==> src/rtl/ps2_keyboard_rx_if.sv <==
// PS/2 keyboard receiver bus: raw connector lines in, decoded key code and event strobes out.
// master = receiver side, slave = connector driver / key register side.
interface ps2_keyboard_rx_if;
   logic       ps2_clk;
   logic       ps2_data;
   logic [7:0] key_data;
   logic       key_valid;
   logic       key_release;
   logic       rx_error;
   logic       busy;

   modport master (
      input  ps2_clk,
      input  ps2_data,
      output key_data,
      output key_valid,
      output key_release,
      output rx_error,
      output busy
   );

   modport slave (
      output ps2_clk,
      output ps2_data,
      input  key_data,
      input  key_valid,
      input  key_release,
      input  rx_error,
      input  busy
   );
endinterface

==> src/rtl/ps2_keyboard_rx.sv <==
// PS/2 device-to-host receiver: sync + glitch filter, 11-bit deframer, make/break (0xF0) decode.
// Optional macro PS2_PARITY_CHECK_EN: when defined, odd-parity failures are reported and dropped.
module ps2_keyboard_rx #(
   parameter int FILTER_LEN     = 8,
   parameter int TIMEOUT_CYCLES = 50000
) (
   input  logic              clk,
   input  logic              reset,
   ps2_keyboard_rx_if.master kb
);

   localparam int FCNT_W = $clog2(FILTER_LEN + 1);
   localparam int TMR_W  = $clog2(TIMEOUT_CYCLES + 1);

   typedef enum logic [1:0] {IDLE, DATA, PARITY, STOP} state_t;

   logic              ps2_clk_p0, ps2_clk_p1;
   logic              ps2_data_p0, ps2_data_p1;
   logic              clk_filt;
   logic [FCNT_W-1:0] filt_cnt;
   logic              flip;
   logic              fall;

   state_t            state;
   logic [7:0]        shift_reg;
   logic [2:0]        bit_cnt;
   logic              break_pending;
   logic [TMR_W-1:0]  timer;
   logic              frame_good;
   logic              timeout;

   logic [7:0]        key_data_r;
   logic              key_valid_r;
   logic              key_release_r;
   logic              rx_error_r;
   logic              busy_r;

   // Stage p0/p1: two-flop synchronisers, idle level is high
   always_ff @(posedge clk or negedge reset) begin
      if (!reset) begin
         ps2_clk_p0  <= 1'b1;
         ps2_clk_p1  <= 1'b1;
         ps2_data_p0 <= 1'b1;
         ps2_data_p1 <= 1'b1;
      end else begin
         ps2_clk_p0  <= kb.ps2_clk;
         ps2_clk_p1  <= ps2_clk_p0;
         ps2_data_p0 <= kb.ps2_data;
         ps2_data_p1 <= ps2_data_p0;
      end
   end

   // Filter: level flips only after FILTER_LEN consecutive disagreeing samples
   assign flip = (ps2_clk_p1 != clk_filt) && (filt_cnt == FCNT_W'(FILTER_LEN - 1));
   assign fall = flip && clk_filt;

   always_ff @(posedge clk or negedge reset) begin
      if (!reset) begin
         clk_filt <= 1'b1;
         filt_cnt <= '0;
      end else if (ps2_clk_p1 == clk_filt) begin
         filt_cnt <= '0;
      end else if (flip) begin
         clk_filt <= ~clk_filt;
         filt_cnt <= '0;
      end else begin
         filt_cnt <= filt_cnt + 1'b1;
      end
   end

`ifdef PS2_PARITY_CHECK_EN
   logic parity_bit;

   always_ff @(posedge clk or negedge reset) begin
      if (!reset)
         parity_bit <= 1'b0;
      else if (state == PARITY && fall)
         parity_bit <= ps2_data_p1;
   end

   // Sampled in STOP, so ps2_data_p1 is the stop bit here
   assign frame_good = ps2_data_p1 && (^{shift_reg, parity_bit});
`else
   assign frame_good = ps2_data_p1;
`endif

   // A fall in the same cycle always wins over the timeout
   assign timeout = (state != IDLE) && !fall && (timer == TMR_W'(TIMEOUT_CYCLES - 1));

   always_ff @(posedge clk or negedge reset) begin
      if (!reset) begin
         state         <= IDLE;
         shift_reg     <= '0;
         bit_cnt       <= '0;
         break_pending <= 1'b0;
         timer         <= '0;
         key_data_r    <= '0;
         key_valid_r   <= 1'b0;
         key_release_r <= 1'b0;
         rx_error_r    <= 1'b0;
         busy_r        <= 1'b0;
      end else begin
         key_valid_r   <= 1'b0;
         key_release_r <= 1'b0;
         rx_error_r    <= 1'b0;

         if (state == IDLE || fall)
            timer <= '0;
         else
            timer <= timer + 1'b1;

         case (state)
            IDLE: begin
               if (fall && !ps2_data_p1) begin
                  state   <= DATA;
                  bit_cnt <= '0;
                  busy_r  <= 1'b1;
               end
            end
            DATA: begin
               if (fall) begin
                  shift_reg <= {ps2_data_p1, shift_reg[7:1]};
                  bit_cnt   <= bit_cnt + 3'd1;
                  if (bit_cnt == 3'd7)
                     state <= PARITY;
               end
            end
            PARITY: begin
               if (fall)
                  state <= STOP;
            end
            STOP: begin
               if (fall) begin
                  state  <= IDLE;
                  busy_r <= 1'b0;
                  if (!frame_good) begin
                     rx_error_r <= 1'b1;
                  end else if (shift_reg == 8'hF0) begin
                     break_pending <= 1'b1;
                  end else if (shift_reg != 8'hE0) begin
                     if (break_pending) begin
                        key_release_r <= 1'b1;
                        break_pending <= 1'b0;
                        if (shift_reg == key_data_r)
                           key_data_r <= 8'h00;
                     end else begin
                        key_data_r  <= shift_reg;
                        key_valid_r <= 1'b1;
                     end
                  end
               end
            end
            default: state <= IDLE;
         endcase

         if (timeout) begin
            state      <= IDLE;
            busy_r     <= 1'b0;
            rx_error_r <= 1'b1;
            timer      <= '0;
            bit_cnt    <= '0;
         end
      end
   end

   assign kb.key_data    = key_data_r;
   assign kb.key_valid   = key_valid_r;
   assign kb.key_release = key_release_r;
   assign kb.rx_error    = rx_error_r;
   assign kb.busy        = busy_r;

endmodule

==> src/flat_wrapper.sv <==
// flat-port wrapper written by rule: the top's interface ports become plain ports
module ps2_keyboard_rx_flat 
#(
   parameter int FILTER_LEN     = 8,
   parameter int TIMEOUT_CYCLES = 50000
)
  (clk, reset, kb_ps2_clk, kb_ps2_data, kb_key_data, kb_key_valid, kb_key_release, kb_rx_error, kb_busy);
  ps2_keyboard_rx_if kb_i ();
  input  logic clk;
  input  logic reset;
  input wire logic [$bits(kb_i.ps2_clk)-1:0] kb_ps2_clk;
  input wire logic [$bits(kb_i.ps2_data)-1:0] kb_ps2_data;
  output wire logic [$bits(kb_i.key_data)-1:0] kb_key_data;
  output wire logic [$bits(kb_i.key_valid)-1:0] kb_key_valid;
  output wire logic [$bits(kb_i.key_release)-1:0] kb_key_release;
  output wire logic [$bits(kb_i.rx_error)-1:0] kb_rx_error;
  output wire logic [$bits(kb_i.busy)-1:0] kb_busy;
  assign kb_i.ps2_clk = kb_ps2_clk;
  assign kb_i.ps2_data = kb_ps2_data;
  assign kb_key_data = kb_i.key_data;
  assign kb_key_valid = kb_i.key_valid;
  assign kb_key_release = kb_i.key_release;
  assign kb_rx_error = kb_i.rx_error;
  assign kb_busy = kb_i.busy;
  ps2_keyboard_rx #(.FILTER_LEN(FILTER_LEN), .TIMEOUT_CYCLES(TIMEOUT_CYCLES)) u_core (.clk(clk), .reset(reset), .kb(kb_i));
endmodule
==> config.mk <==
export PLATFORM = sky130hd
export DESIGN_NAME = ps2_keyboard_rx_flat
export DESIGN_NICKNAME = d
export VERILOG_FILES = /design/src/rtl/ps2_keyboard_rx_if.sv /design/src/rtl/ps2_keyboard_rx.sv /design/src/flat_wrapper.sv
export SDC_FILE = /design/constraint.sdc
export NUM_CORES = 1
export LEC_CHECK = 0
export BUFFER_PORTS_ARGS = -buffer_cell sky130_fd_sc_hd__buf_2
export CORE_MARGIN = 2
export CORE_UTILIZATION = 45
export CTS_BUF_LIST = sky130_fd_sc_hd__clkbuf_4 sky130_fd_sc_hd__clkbuf_8
export DETAILED_ROUTE_END_ITERATION = 12
export PLACE_DENSITY_LB_ADDON = 0.12
export SKIP_CTS_REPAIR_TIMING = 1
export SYNTH_ARGS = -nofsm -noshare
export SYNTH_HDL_FRONTEND = slang
export SYNTH_SLANG_ARGS = --single-unit
==> constraint.sdc <==
create_clock -name clk -period 2.1 [get_ports clk]
set_input_delay 0 -clock clk [delete_from_list [all_inputs] [get_ports clk]]
set_output_delay 0 -clock clk [all_outputs]
set_load 0.01 [all_outputs]
### Word-level counts from Yosys, hierarchy flattened

Cells that the tools add are included.

* flip-flop bits (word level): 51
* bits in latches: 0
* bits in writable memories: 0
* memory bits (read-only): 0
* input bits: 4
* output and inout bits: 12
* word-level logic and storage cells: 98
* memories kept: 0

* $add $sub $neg: 3
* multiply operators: 0
* divide/modulo/power cells: 0
* order comparisons: 0
* eq/ne operators: 17
* shift-type cells: 0
* multiplexer cells: 39
* bitwise logic cells: 3
* reduce and logical (&&, ||, !) cells: 20

Operator list (number)
* 16-bit 2-to-1 mux: 2
* 1-bit 2-to-1 mux: 21
* 16-bit by 1-bit adder with 16-bit output (second input constant): 1
* 16-bit == test (second input constant): 1
* 8-bit 2-to-1 mux: 2
* 2-bit 2-to-1 mux: 6
* 3-bit by 1-bit inequality test with 1-bit output (second input constant): 4
* 3-bit 2-to-1 mux: 3
* 8-bit == test: 1
* 8-bit == test (second input constant): 1
* 4-bit 2-to-1 mux: 2
* 8-bit inequality test (second input constant): 1
* 2-bit case mux with 4 select lines: 1
* 3-bit case mux with 2 select lines: 1
* 3-bit AND reduction: 2
* 6-bit AND reduction: 1
* 3-bit nonzero test: 2
* 1-bit logical AND: 5
* 5-bit AND reduction: 1
* 4-bit by 1-bit adder with 4-bit output (second input constant): 1
* 2-bit == test (second input constant): 2
* 4-bit by 3-bit == test with 1-bit output (second input constant): 1
* 2-bit AND reduction: 2
* 4-bit AND reduction: 1
* 13 further kinds: 17

### Logic depth before layout (Yosys ltp)

* word-level depth: 8
* gate-level depth with buffers: 8
* mapped depth without buffers: 6

### Worst setup path before layout

OpenSTA, ideal clock, no wires.

* path kind: register to register
* start: reg u_core.filt_cnt[0]
* end: reg u_core.timer[10]
* library setup time: 71 ps
* data arrival time: 1585 ps
* required time: 2029 ps
* path slack: 444 ps
* cell stages (with the launch flop): 8
* path buffers: 2
* clock period less this slack: 1656 ps
* cell sequence: dfrtp_1 -> ha_1 -> and3b_2 -> a21o_1 -> nand2b_1 -> clkbuf_2 -> buf_4 -> nor2_1

* longest elaborated chain between the ends: 7

Ends and longest elaborated chain
* from (decl): line ps2_keyboard_rx.sv:20 `logic [FCNT_W-1:0] filt_cnt;`
* from (signal assigned): line ps2_keyboard_rx.sv:67 `filt_cnt <= filt_cnt + 1'b1;`
* 4-bit by 3-bit == test with 1-bit output *: line ps2_keyboard_rx.sv:54 `assign flip = (ps2_clk_p1 != clk_filt) && (filt_cnt == FCNT_W'(FILTER_LEN - 1));`
* 1-bit logical AND *: line ps2_keyboard_rx.sv:54
* 1-bit logical AND *: line ps2_keyboard_rx.sv:55 `assign fall = flip && clk_filt;`
* 1-bit logical NOT: line ps2_keyboard_rx.sv:88 `assign timeout = (state != IDLE) && !fall && (timer == TMR_W'(TIMEOUT_CYCLES - 1));`
* 1-bit logical AND (2 in series): line ps2_keyboard_rx.sv:88
* 16-bit 2-to-1 mux *: line ps2_keyboard_rx.sv:156 `if (timeout) begin`
* to (signal assigned): line ps2_keyboard_rx.sv:110 `timer <= timer + 1'b1;`
* to (decl): line ps2_keyboard_rx.sv:28 `logic [TMR_W-1:0] timer;`

Every way passes the cells marked *; elsewhere a longest branch is shown, timed or not.
A chain may end at the register's enable or synchronous reset.

### Worst setup path in the final report

* start: reg u_core.filt_cnt[0]
* end: reg u_core.key_data_r[4] (netlist: u_core.kb.key_data[4])

* longest elaborated chain between the ends: 4

Ends and longest elaborated chain
* 4-bit by 3-bit == test with 1-bit output: line ps2_keyboard_rx.sv:54
* 1-bit logical AND: line ps2_keyboard_rx.sv:54
* 1-bit logical AND: line ps2_keyboard_rx.sv:55
* 6-bit AND reduction (no line)
* to (signal assigned): line ps2_keyboard_rx.sv:147 `key_data_r <= shift_reg;`
* to (decl): line ps2_keyboard_rx.sv:32 `logic [7:0] key_data_r;`

Every way passes these cells.

==> reports/metrics.cfg <==
[global_routing]
grt_start_max_net_pins = 30
antenna_found_initial = 0
grt_pass1_wl_um = 8300
grt_use_total = 0.1670
overflow = 0
first_global_vias = 1816

[sta]
finalMaxSlewViolations = 0
tns_ns = 0
rsz0062_at_grt = false
period_needed_ns = 1.903
fin_ws_ns = 0.1968
setup_viol = 0
max_freq_mhz = 525.4
skew_ns = 0.003607
post-route-period-util = 0.9063
tightest_slew_ns = 0.5402
slew_headroom = 0.6386
finalHoldViolCount = 0

[worst_setup_path]
cp_data_arrival_time_ns = 2.12
cp-end-kind = register
worstPathMaxFanout = 8
criticalPathCategory = register to register
cp-startpoint = u_core.filt_cnt[0]$_DFF_PN0_
worst_r2r_startpoint = u_core.filt_cnt[0]$_DFF_PN0_
crit_required_ns = 2.31
start_kind = register

[placement]
gp_congestion = 0.7572
preCtsSetupSlack_ns = 0.2135
port_buffers = 15
hpwl_um = 3301

[detailed_routing]
postRouteAntennaNets = 0
wl_per_cell_um = 14.20
vias = 1764
routed_via_density = 5.313
drtPass1Iterations = 4
drc_errors = 0
drt_iter0_markers = 65
routed_wl_um = 4714

[floorplan]
num_rows = 27
io_pins = 16
dieArea_um2 = 6243
start_util = 0.4627
fp.coreArea_um2 = 5473
die-height_um = 79.02
die_x_um = 79.02

[clock_tree]
htreeDepth = 2
cts_sinks = 51
cts_tree = done
cts_made_buffers = 5
ctsLongestPathBuffers = 2
cts.clk_slew.worst_paths_ns = 0.09
clkLatencyLatePin_ns = 0.30
root_buffer = clkbuf_8

[yosys]
synthArstFlopShare = 1.000
ys.flop_type = dfrtp_1
ys_ff_latch = 51
ys_warn_count = 0
seq_area_frac_synth = 0.5064
synth_cells = 236
yosysMostFrequentCell = dfrtp_1
synth_edf_count = 0
ys_types = 51
syn_nets = 248
synth_top_area_cell = dfrtp_1
synth_largest_type_area_fraction = 0.4545
synth.avg_cell_area_um2 = 10.73
synth_commonest_cells = 46 x dfrtp_1, 19 x nor2_1, 16 x nand2_1, 15 x inv_1, 14 x xnor2_1
synthTopCellsByArea = dfrtp_1 45%, dfstp_2 5.2%, xnor2_1 4.8%
syn_area_um2 = 2532

[job]
maxCapViolations = 0

[min_path]
holdCritPathClass = primary input to asynchronous set/reset pin

[status]
status = finished, final reports clean

[finish]
drive_gt1_frac = 0.1962
layout.nets = 271
n_antenna_cell = 0
syn_to_final_growth_pct = 11.61
largest_reg_flops = 16

[pwr]
cellPowerDensity_nw_per_um2 = 808.6
leakage_nw = 1.294
peakVddDrop_v = 0.0003647

final timing paths:
kind                                                     end  slack, ns  depth (start not counted)
max in group asynchronous       u_core.ps2_data_p0$_DFF_PN1_       1.41                          3
min in group clk                u_core.ps2_data_p0$_DFF_PN1_       0.33                          2
hold / removal                   u_core.state[1]$_DFFE_PN0P_       0.06                          2
setup reg to reg           u_core.kb.key_data[4]$_DFFE_PN0P_       0.20                          5
hold reg to reg                  u_core.ps2_clk_p1$_DFF_PN1_       0.36                          0
setup / recovery           u_core.kb.key_data[4]$_DFFE_PN0P_       0.20                          5
power by group:
group          switching (W)  internal (W)
Clock               0.000323      0.000235
Combinational       0.000335      0.000228
Sequential         0.0000782       0.00109
Total               0.000736       0.00155
cell usage in the layout, fill, tap and decap left out, types with 3 or more instances in the layout:
master / synthesis / final
nand3_1: 5 / 5
xnor2_1: 14 / 14
ha_1: 8 / 8
mux2_2: 3 / 3
nand4_1: 6 / 6
xor2_1: 5 / 5
dlygate4sd3_1: 0 / 3
o21ai_0: 12 / 12
buf_2: 3 / 15
nor4bb_1: 3 / 3
o31ai_1: 6 / 6
inv_1: 15 / 15
buf_4: 2 / 7
a21oi_1: 8 / 8
nor2_1: 19 / 19
nand2b_1: 5 / 5
mux2i_1: 6 / 6
o221ai_1: 8 / 8
dfrtp_1: 46 / 46
nand2_1: 16 / 16
dfstp_2: 5 / 5
clkbuf_8: 0 / 5
critical path, stage by stage (launching register included):
cell      delay, ns
dfrtp_1        0.38
ha_1           0.23
and3b_2        0.25
nand4_2        0.19
or3_1          0.53
o221ai_1       0.24
area by class of cell:
type | instances | area [um2]
fillers | 532 | 2646
flip-flops and latches | 51 | 1282
multi-input cells | 161 | 1152
repair buffers | 25 | 157.7
well taps | 72 | 90.09
clock buffers | 5 | 68.82
inverters | 15 | 56.30
clock inverters | 3 | 18.77
logic make-up (layout without fill, tap and decap cells):
kind of cell,after synthesis,in the layout,share of synthesized area
flip-flops,51,51,0.5064
multiplexers,9,9,0.03706
AND/OR/NAND/NOR,82,82,0.1932
AO/OA/AOI/OAI,43,43,0.1146
XOR/XNOR,19,19,0.06571
adder cells (fa/ha/maj),8,8,0.03953
buffers and inverters,24,48,0.04347
stage by stage:
step	instance area [um2]	instances	power, W	utilization	hold WS [ns]
5_1_grt	2826	332	0.002441	0.5165	0.07359
6_report	2826	332	0.002286	0.5165	0.05979
4_1_cts	2784	329	0.002303	0.5087	-0.4851
3_3_place_gp	2696	321	0.001734	0.4927	-0.1555
3_5_place_dp	2696	321	0.001729	0.4927	-0.1582
2_1_floorplan	2532	236	0.001598	-	-0.2956
per-layer routing:
metal	global-route usage	wire length (um)	part of all wire	vias to the layer above
li1	-	-	-	882
met1	0.2247	2285	0.48	860
met2	0.2678	2255	0.48	17
met3	0.03750	118	0.025	5
met4	0.05517	55	0.012	0
met5	0	0	0	-
Note: power is estimated with default switching activity, not from simulation.
